--- src/rtl/multi_ready_ctrl.sv ---
// rtl/multi_ready_ctrl.sv - N-player lobby, start countdown and HP round controller
// Ready presses fill the lobby, a cancellable countdown starts play, judged answers drain HP.
module multi_ready_ctrl #(
  parameter int N_PLAYER    = 2,
  parameter int HP_INIT     = 3,
  parameter int HP_W        = 2,
  parameter int COUNT_START = 9,
  parameter int TICK_DIV    = 50_000_000,
  parameter int PW          = (N_PLAYER > 2) ? $clog2(N_PLAYER) : 1
) (
  input  logic                     clk_i,
  input  logic                     rst_i,
  input  logic [N_PLAYER-1:0]      ready_i,
  input  logic                     ans_valid_i,
  input  logic [PW-1:0]            ans_player_i,
  input  logic                     ans_ok_i,
  output logic [3:0]               state_o,
  output logic [3:0]               num_o,
  output logic [N_PLAYER-1:0]      led_o,
  output logic [N_PLAYER*HP_W-1:0] hp_o,
  output logic [N_PLAYER-1:0]      alive_o,
  output logic                     go_o,
  output logic                     win_valid_o,
  output logic                     draw_o,
  output logic [PW-1:0]            winner_o
);

  localparam int TW = (TICK_DIV > 1) ? $clog2(TICK_DIV) : 1;

  typedef enum logic [3:0] {
    S_LOBBY  = 4'd0,
    S_COUNT  = 4'd1,
    S_PLAY   = 4'd2,
    S_RESULT = 4'd3
  } state_e;

  state_e                     state_q, state_d;
  logic [3:0]                 num_q, num_d;
  logic [TW-1:0]              tick_q, tick_d;
  logic [N_PLAYER-1:0]        flags_q, flags_d;
  logic [N_PLAYER-1:0]        prev_q, prev_d;
  logic [N_PLAYER-1:0]        led_q, led_d;
  logic [N_PLAYER*HP_W-1:0]   hp_q, hp_d;
  logic                       go_q, go_d;
  logic                       win_valid_q, win_valid_d;
  logic                       draw_q, draw_d;
  logic [PW-1:0]              winner_q, winner_d;

  logic [N_PLAYER-1:0]        press;
  logic [N_PLAYER-1:0]        alive_cur;
  logic [N_PLAYER-1:0]        alive_nxt;
  logic                       sel_alive;
  logic [HP_W-1:0]            fld;
  logic [3:0]                 n_alive;
  logic [PW-1:0]              last_idx;

  assign press = ready_i & ~prev_q;

  always_comb begin
    alive_cur = '0;
    for (int i = 0; i < N_PLAYER; i++) begin
      alive_cur[i] = |hp_q[i*HP_W +: HP_W];
    end
  end

  always_ff @(posedge clk_i) begin
    if (rst_i) begin
      state_q     <= S_LOBBY;
      num_q       <= '0;
      tick_q      <= '0;
      flags_q     <= '0;
      prev_q      <= '1;
      led_q       <= '0;
      hp_q        <= {N_PLAYER{HP_W'(HP_INIT)}};
      go_q        <= 1'b0;
      win_valid_q <= 1'b0;
      draw_q      <= 1'b0;
      winner_q    <= '0;
    end else begin
      state_q     <= state_d;
      num_q       <= num_d;
      tick_q      <= tick_d;
      flags_q     <= flags_d;
      prev_q      <= prev_d;
      led_q       <= led_d;
      hp_q        <= hp_d;
      go_q        <= go_d;
      win_valid_q <= win_valid_d;
      draw_q      <= draw_d;
      winner_q    <= winner_d;
    end
  end

  always_comb begin
    state_d     = state_q;
    num_d       = num_q;
    tick_d      = tick_q;
    flags_d     = flags_q;
    prev_d      = ready_i;
    hp_d        = hp_q;
    go_d        = 1'b0;
    win_valid_d = win_valid_q;
    draw_d      = draw_q;
    winner_d    = winner_q;
    sel_alive   = 1'b0;
    fld         = '0;
    n_alive     = '0;
    last_idx    = '0;
    alive_nxt   = '0;
    led_d       = '0;

    case (state_q)
      S_LOBBY: begin
        if (&flags_q) begin
          state_d = S_COUNT;
          num_d   = 4'(COUNT_START);
          tick_d  = '0;
        end else begin
          flags_d = flags_q ^ press;
        end
      end
      S_COUNT: begin
        // An abort wins over a tick wrap landing in the same cycle.
        if (|press) begin
          flags_d = flags_q & ~press;
          state_d = S_LOBBY;
          num_d   = '0;
          tick_d  = '0;
        end else if (tick_q == TW'(TICK_DIV - 1)) begin
          tick_d = '0;
          if (num_q != 4'd0) begin
            num_d = num_q - 4'd1;
          end else begin
            state_d = S_PLAY;
            go_d    = 1'b1;
          end
        end else begin
          tick_d = tick_q + TW'(1);
        end
      end
      S_PLAY: begin
        // Out-of-range indices never match the loop, so they stay unselected.
        for (int i = 0; i < N_PLAYER; i++) begin
          if (PW'(i) == ans_player_i) sel_alive = alive_cur[i];
        end
        if (ans_valid_i && sel_alive) begin
          for (int i = 0; i < N_PLAYER; i++) begin
            fld = hp_q[i*HP_W +: HP_W];
            if (((PW'(i) == ans_player_i) != ans_ok_i) && (fld != '0)) begin
              hp_d[i*HP_W +: HP_W] = fld - HP_W'(1);
            end
          end
        end
      end
      S_RESULT: begin
        if (|press) begin
          state_d     = S_LOBBY;
          flags_d     = '0;
          hp_d        = {N_PLAYER{HP_W'(HP_INIT)}};
          win_valid_d = 1'b0;
          draw_d      = 1'b0;
          winner_d    = '0;
        end
      end
      default: state_d = S_LOBBY;
    endcase

    for (int i = 0; i < N_PLAYER; i++) begin
      alive_nxt[i] = |hp_d[i*HP_W +: HP_W];
      if (alive_nxt[i]) begin
        n_alive  = n_alive + 4'd1;
        last_idx = PW'(i);
      end
    end

    if (state_q == S_PLAY) begin
      if (n_alive == 4'd1) begin
        state_d     = S_RESULT;
        win_valid_d = 1'b1;
        draw_d      = 1'b0;
        winner_d    = last_idx;
      end else if (n_alive == 4'd0) begin
        state_d     = S_RESULT;
        win_valid_d = 1'b1;
        draw_d      = 1'b1;
        winner_d    = '0;
      end
    end

    // Lamps follow the state being entered so they line up with STATE.
    case (state_d)
      S_LOBBY, S_COUNT: led_d = flags_d;
      S_PLAY:           led_d = alive_nxt;
      default: begin
        for (int i = 0; i < N_PLAYER; i++) begin
          led_d[i] = !draw_d && (PW'(i) == winner_d);
        end
      end
    endcase
  end

  always_comb begin
    state_o     = state_q;
    num_o       = num_q;
    led_o       = led_q;
    hp_o        = hp_q;
    alive_o     = alive_cur;
    go_o        = go_q;
    win_valid_o = win_valid_q;
    draw_o      = draw_q;
    winner_o    = winner_q;
  end

endmodule

--- config.mk ---
export PLATFORM = sky130hd
export DESIGN_NAME = multi_ready_ctrl
export DESIGN_NICKNAME = d
export VERILOG_FILES = /design/src/rtl/multi_ready_ctrl.sv
export SDC_FILE = /design/constraint.sdc
export NUM_CORES = 1
export LEC_CHECK = 0
export BUFFER_PORTS_ARGS = -buffer_cell sky130_fd_sc_hd__buf_2
export CORE_UTILIZATION = 46
export CTS_BUF_LIST = sky130_fd_sc_hd__clkbuf_2
export DETAILED_ROUTE_END_ITERATION = 6
export REMOVE_ABC_BUFFERS = 1
export SYNTH_ARGS = -nofsm -noshare
export SYNTH_HDL_FRONTEND = slang
export SYNTH_SLANG_ARGS = --single-unit
--- constraint.sdc ---
create_clock -name clk_i -period 6.4 [get_ports clk_i]
set_clock_uncertainty 0.05 [all_clocks]
set_input_delay 0.64 -clock clk_i [delete_from_list [all_inputs] [get_ports clk_i]]
set_output_delay 0.64 -clock clk_i [all_outputs]
set_load 0.1 [all_outputs]
Word level (Yosys, flattened, before mapping)

Cells that the tools add are included.
Widths: inputs -> output; s select.

Magnitude comparators: 0
Muxes and demuxes: 49
Add/sub/neg operators: 5
Shifts and indexed selects: 0
$mul: 0
Div/mod/pow operators: 0
Equal/unequal tests: 12
Reduce and logical (&&, ||, !) cells: 23
Bitwise operators: 9

Operator list:

| operator              | number |
|---|---|
| $mux 26               | 3 |
| $mux 4                | 15 |
| $pmux 26 s2           | 1 |
| $add 26x1->26 const B | 1 |
| $eq 26x26->1 const B  | 1 |
| $mux 1                | 20 |
| $pmux 4 s2            | 2 |
| $pmux 4 s4            | 1 |
| $eq 4x1->1 const B    | 3 |
| $eq 4x2->1 const B    | 3 |
| $logic_not 4->1       | 3 |
| $reduce_or 2->1       | 6 |
| $mux 2                | 5 |
| $ne 3x3->1 const B    | 2 |
| $pmux 2 s3            | 1 |
| $reduce_bool 2->1     | 3 |
| $logic_and 1x1->1     | 5 |
| $reduce_or 5->1       | 1 |
| $add 4x1->4 const B   | 1 |
| $and 2x2->2           | 2 |
| $not 1->1             | 4 |
| $not 2->2             | 2 |
| $pmux 2 s2            | 1 |
| $reduce_and 2->1      | 2 |
| 8 further kinds       | 10 |

ROM bits: 0
Memories kept: 0
Bits of input ports: 7
Bits in latches: 0
RAM bits: 0
Output and inout port bits: 20
Bits in registers: 48

Logic depth before layout (Yosys ltp)

Depth after elaboration: 17
Depth in mapped cells: 14
Gate-level depth less buffers: 14

Worst setup path before layout

No wires, ideal clock.

Kind: register to register
Start: reg hp_q[0] (netlist: hp_o[0])
End: reg led_q[0] (netlist: led_o[0])
Data required time: 6230 ps
Stages on the path, launching flop included: 15
Path buffers: 0
Clock period less this slack: 4100 ps
Data arrival time: 3930 ps
Library setup time: 120 ps
Slack: 2300 ps
Cells stage by stage: dfxtp_1 -> inv_1 -> ha_1 -> inv_1 -> o2111a_1 -> nor3_1 -> a21oi_1 -> nor2_1 -> ha_1 -> nor3b_1 -> a2111o_1 -> nand3b_1 -> a211o_1 -> o21ba_1 -> a211o_1

Word-level cells in the longest chain between the ends: 17
Elaborated cells between the ends (all ways): 36

Ends and longest elaborated chain:

| what                                                 | line     | source |
|---|---|---|
| from (decl)                                          | 43       | `logic [N_PLAYER*HP_W-1:0] hp_q, hp_d;` |
| from (signal assigned)                               | 74       | `hp_q <= {N_PLAYER{HP_W'(HP_INIT)}};` |
| from (signal assigned)                               | 86       | `hp_q <= hp_d;` |
| $reduce_or 2->1 (*)                                  | 62       | `alive_cur[i] = \|hp_q[i*HP_W +: HP_W];` |
| named net alive_o[0]                                 | 21       | `output logic [N_PLAYER-1:0] alive_o,` |
| $mux 1 (*)                                           | 144      | `if (PW'(i) == ans_player_i) sel_alive = alive_cur[i];` |
| $mux 1 (*)                                           | 112      | `case (state_q)` |
| $logic_and 1x1->1 (*)                                | 146      | `if (ans_valid_i && sel_alive) begin` |
| $mux 4 (*)                                           | 146      |  |
| $pmux 4 s2 (*)                                       | 112      |  |
| $reduce_or 2->1                                      | 169      | `alive_nxt[i] = \|hp_d[i*HP_W +: HP_W];` |
| (+2 left out)                                        | --       |  |
| $mux 4                                               | 170      | `if (alive_nxt[i]) begin` |
| $logic_not 4->1                                      | 182      | `end else if (n_alive == 4'd0) begin` |
| $mux 4 or $mux 1 (tied branches)                     | 182      |  |
| $mux 4 or $mux 1 (tied branches)                     | 177      | `if (n_alive == 4'd1) begin` |
| $mux 4 or $mux 1 (tied branches)                     | 176      | `if (state_q == S_PLAY) begin` |
| $eq 4x1->1 (tied with other cells)                   | 191      | `case (state_d)` |
| $reduce_or 2->1 or $logic_and 1x1->1 (tied branches) | 191, 196 |  |
| $pmux 2 s2 (*)                                       | 191      |  |
| to (signal assigned)                                 | 85       | `led_q <= led_d;` |
| to (decl)                                            | 42       | `logic [N_PLAYER-1:0] led_q, led_d;` |

Mark *: on every way through the listed nets, which the timed path passes. The rest lies on a longest branch. The select of a mux whose other input is x is not followed.
A chain may end at the register's enable or synchronous reset.

Worst setup path after layout

Start: reg state_q[0] (netlist: state_o[0])
End: reg led_q[0] (netlist: led_o[0])

Word-level cells in the longest chain between the ends: 13
Elaborated cells between the ends (all ways): 39

Ends and longest elaborated chain:

| what                                                 | line     | source |
|---|---|---|
| from (decl)                                          | 37       | `state_e state_q, state_d;` |
| from (signal assigned)                               | 80       | `state_q <= state_d;` |
| $eq 4x2->1, on equally long branches                 | 112, 176 |  |
| $pmux 4 s2                                           | 112      |  |
| $reduce_or 2->1                                      | 169      |  |
| $mux 1                                               | 170      |  |
| $add 4x1->4                                          | 171      | `n_alive = n_alive + 4'd1;` |
| $mux 4                                               | 170      |  |
| $logic_not 4->1                                      | 182      |  |
| $mux 4 or $mux 1 (tied branches)                     | 182      |  |
| $mux 4 or $mux 1 (tied branches)                     | 177      |  |
| $mux 4 or $mux 1 (tied branches)                     | 176      |  |
| $eq 4x1->1 (tied with other cells)                   | 191      |  |
| $reduce_or 2->1 or $logic_and 1x1->1 (tied branches) | 191, 196 |  |
| $pmux 2 s2 (*)                                       | 191      |  |

Mark *: on every way between the ends. The rest lies on a longest branch, timed or not.

==> flow_metrics.tcl <==
set metrics [dict create \
    synth.distinct_cells 64 \
    worst_pin_slew_ns 0.660 \
    vias_per_cell 5.68 \
    min_period_over_period_pct 51.5 \
    die_h_um 78.1 \
    swShare_pct 25.8 \
    ant_nets 0 \
    grt_pass1_vias 2171 \
    yosysMostFrequentCell "dfxtp_1" \
    multi_input_comb_area_sq_mm 0.00160 \
    critPathTopFamily "compound AO/OA/AOI/OAI gates" \
    postCtsHoldBufs 0 \
    die_w_um 78.1 \
    crit_required_ns 6.68 \
    cap_violations 0 \
    drc 0 \
    worstRegToRegCells 12 \
    fin_util_pct 51.9 \
    synth-main-ff-cell "dfxtp_1" \
    globalplace.congestion 0.903 \
    r2r_setup_slack_ns 3.11 \
    reg2reg_from "state_o[0]" \
    syn_area_per_cell_sq_um 8.46 \
    dp_hpwl_mm 4.11 \
    crit_arrival_ns 3.58 \
    crit_path_start_kind "flop" \
    die-area_sq_mm 0.00610 \
    core_sq_mm 0.00554 \
    drive_gt1_share_pct 15.9 \
    crit_path_max_incr_delay_ns 0.57 \
    slew_headroom_pct 56.0 \
    path_cells "nor4b_4 -> o2111a_1 -> nor3_1 -> a21oi_1 -> nor2_1 -> ha_1 -> nor3b_1 -> a2111o_1 -> nand3b_1 -> a211o_1 -> o21ba_1 -> a211o_1" \
    crit_fanout 17 \
    final-seq-area_sq_um 961 \
    outcome "finished clean" \
    rsz0062_at_grt "no" \
    synth.area.top_cells "dfxtp_1 36%, nor2_1 6.3%, nand2_1 4.1%" \
    synth_cells 315 \
    p_per_area_mw_per_mm2 158 \
    synth_top_cell_area_share_pct 36.1 \
    endpoint_kind "flop" \
    path_clk_slew_ns 0.24 \
    cts_post_setup_buffers_inserted 0 \
    hold_end "prev_q[0]" \
    crit_type "reg -> reg" \
    min_path_type "in -> reg" \
    power_frac_clock_pct 27.4 \
    postRouteWirelength_mm 5.76 \
    cts_buffers 5 \
    wl_per_cell_um 14.0 \
    timing.fmax_mhz 304 \
    grt_max_degree 34 \
    antenna_found_initial 0 \
    fin_nets 353 \
    ctsHtreeMaxLevel 2 \
    nFillCells 563 \
    tns_ns 0 \
    boundaryPins 27 \
    cpMaxStageDelayCell "dfxtp_1" \
    drtPass1Iterations 4 \
    slew_viol_final 0 \
    hold_slack_ns 0.335 \
    antennaDiodeCount 0 \
    worst_path_most_repeated_cell "a211o_1" \
    row_count 27 \
    clockBufferDepth 2 \
    grt_pass1_wl_mm 10.0 \
    syn_area_sq_mm 0.00267 \
    drtIter0Drc 97 \
    cellLeakagePower_nw 1.10 \
    yosys-top-cells-count "48 x dfxtp_1, 45 x nor2_1, 29 x nand2_1, 20 x a21oi_1, 14 x inv_1" \
    clk_latency_ns 0.42 \
    initial_core_util_pct 48.1 \
    power_mw 0.455 \
    port_buffers 26 \
    ys_ff_latch 48 \
    overflow 0 \
    synth_edf_count 0 \
    area_delta_synth_final_pct 7.89 \
    yosysTopAreaCell "dfxtp_1" \
    tritoncts "built" \
    cts_resized 0 \
    ir_drop_mv 0.0818 \
    hold_viol 0 \
    seq_area_frac_synth_pct 36.1 \
    cts_sinks 48 \
    final.min_clock_period_ns 3.29 \
    reg2reg_to "led_o[0]" \
    synth-async-reset-ratio_pct 0 \
    p_switching_mw 0.117 \
    p_int_mw 0.338 \
    clock-root-buffer "clkbuf_2" \
    p_seq_share_pct 66.8 \
    hold_start "ready_i[0]" \
    path_buf_inv 0 \
    combPwrFrac_pct 5.8 \
    vias 2334 \
    setup_viol 0 \
    track_usage_pct 20.5 \
    yosys_warnings 0 \
    hold_depth 2 \
]
==> worst max path at each step <==
stage	start	endpoint	slack, ns	cells past startpoint
6_report	state_o[0]	led_o[0]	3.11	12
4_1_cts	state_o[0]	led_o[0]	3.10	12
3_3_place_gp	ans_ok_i	led_o[0]	3.17	13
3_5_place_dp	ready_i[0]	led_o[0]	3.09	14
5_1_grt	state_o[0]	led_o[0]	2.89	12
2_1_floorplan	hp_o[0]	led_o[0]	2.30	14
==> through the flow <==
| stage | cells | cell area [sq um] | worst slack, ns |
|---|---|---|---|
| after floorplan | 304 | 2610 | 2.30 |
| after CTS | 411 | 2880 | 3.10 |
| final | 411 | 2880 | 3.11 |
| after global placement | 403 | 2840 | 3.17 |
| after global routing | 411 | 2880 | 2.89 |
| after detailed placement | 403 | 2840 | 3.09 |
==> logic make-up after synthesis <==
logic type,synth area share [%]
compound gates,19.6
flops,36.1
other cells,0.141
buf+inv,4.23
fa+ha+maj,3.76
mux,0.798
simple gates,31.1
xor+xnor,4.27
==> layout by cell type (no fill, tap or decap), types with 8 or more instances in the layout <==
cell type  instances
dfxtp_1           48
o21ai_0            9
nor2_1            45
a21oi_1           20
nor3_1             9
a311oi_1           8
inv_1             14
ha_1               8
nand3_1           12
buf_2             26
nand2_1           29
==> final cells by class <==
class	count	share of cell area, %
repair buffers	27	4.79
clock buffers	7	1.22
inverters	14	1.83
well taps	72	3.13
multi-input cells	242	55.5
flip-flops and latches	48	33.4
clock inverters	1	0.131
==> state kept, by name, summed over array words and instances, names as in the netlist <==
signal	count
led_o	2
go_o	1
state_o	4
flags_q	2
win_valid_o	1
hp_o	4
winner_o	1
tick_q	26
draw_o	1
num_o	4
prev_q	2
==> metal layers <==
layer  GRT usage [%]  wire (um)  share of wire, %  vias up
li1                -          -                 -     1193
met1            27.5       2800                49     1097
met5               0          0                 0        -
met2            33.2       2720                47       39
met3            4.30        180               3.1        5
met4            5.93         64               1.1        0
==> power groups by stage <==
| stage | sequential (mW) | combinational [mW] | clock [mW] |
|---|---|---|---|
| floorplan | 0.316 | 0.0103 | 0 |
| global placement | 0.309 | 0.0264 | 0 |
| detailed placement | 0.310 | 0.0264 | 0 |
| CTS | 0.304 | 0.0264 | 0.131 |
| global route | 0.305 | 0.0288 | 0.142 |
| finish | 0.304 | 0.0265 | 0.125 |
==> worst reg2reg max path: stages (launching register included) <==
cell and delay [ns]:
dfxtp_1 0.57, nor4b_4 0.50, o2111a_1 0.33, nor3_1 0.06
a21oi_1 0.20, nor2_1 0.07, ha_1 0.36, nor3b_1 0.07
a2111o_1 0.40, nand3b_1 0.09, a211o_1 0.11, o21ba_1 0.14
a211o_1 0.25
Note: power is estimated with default switching activity, not from simulation.
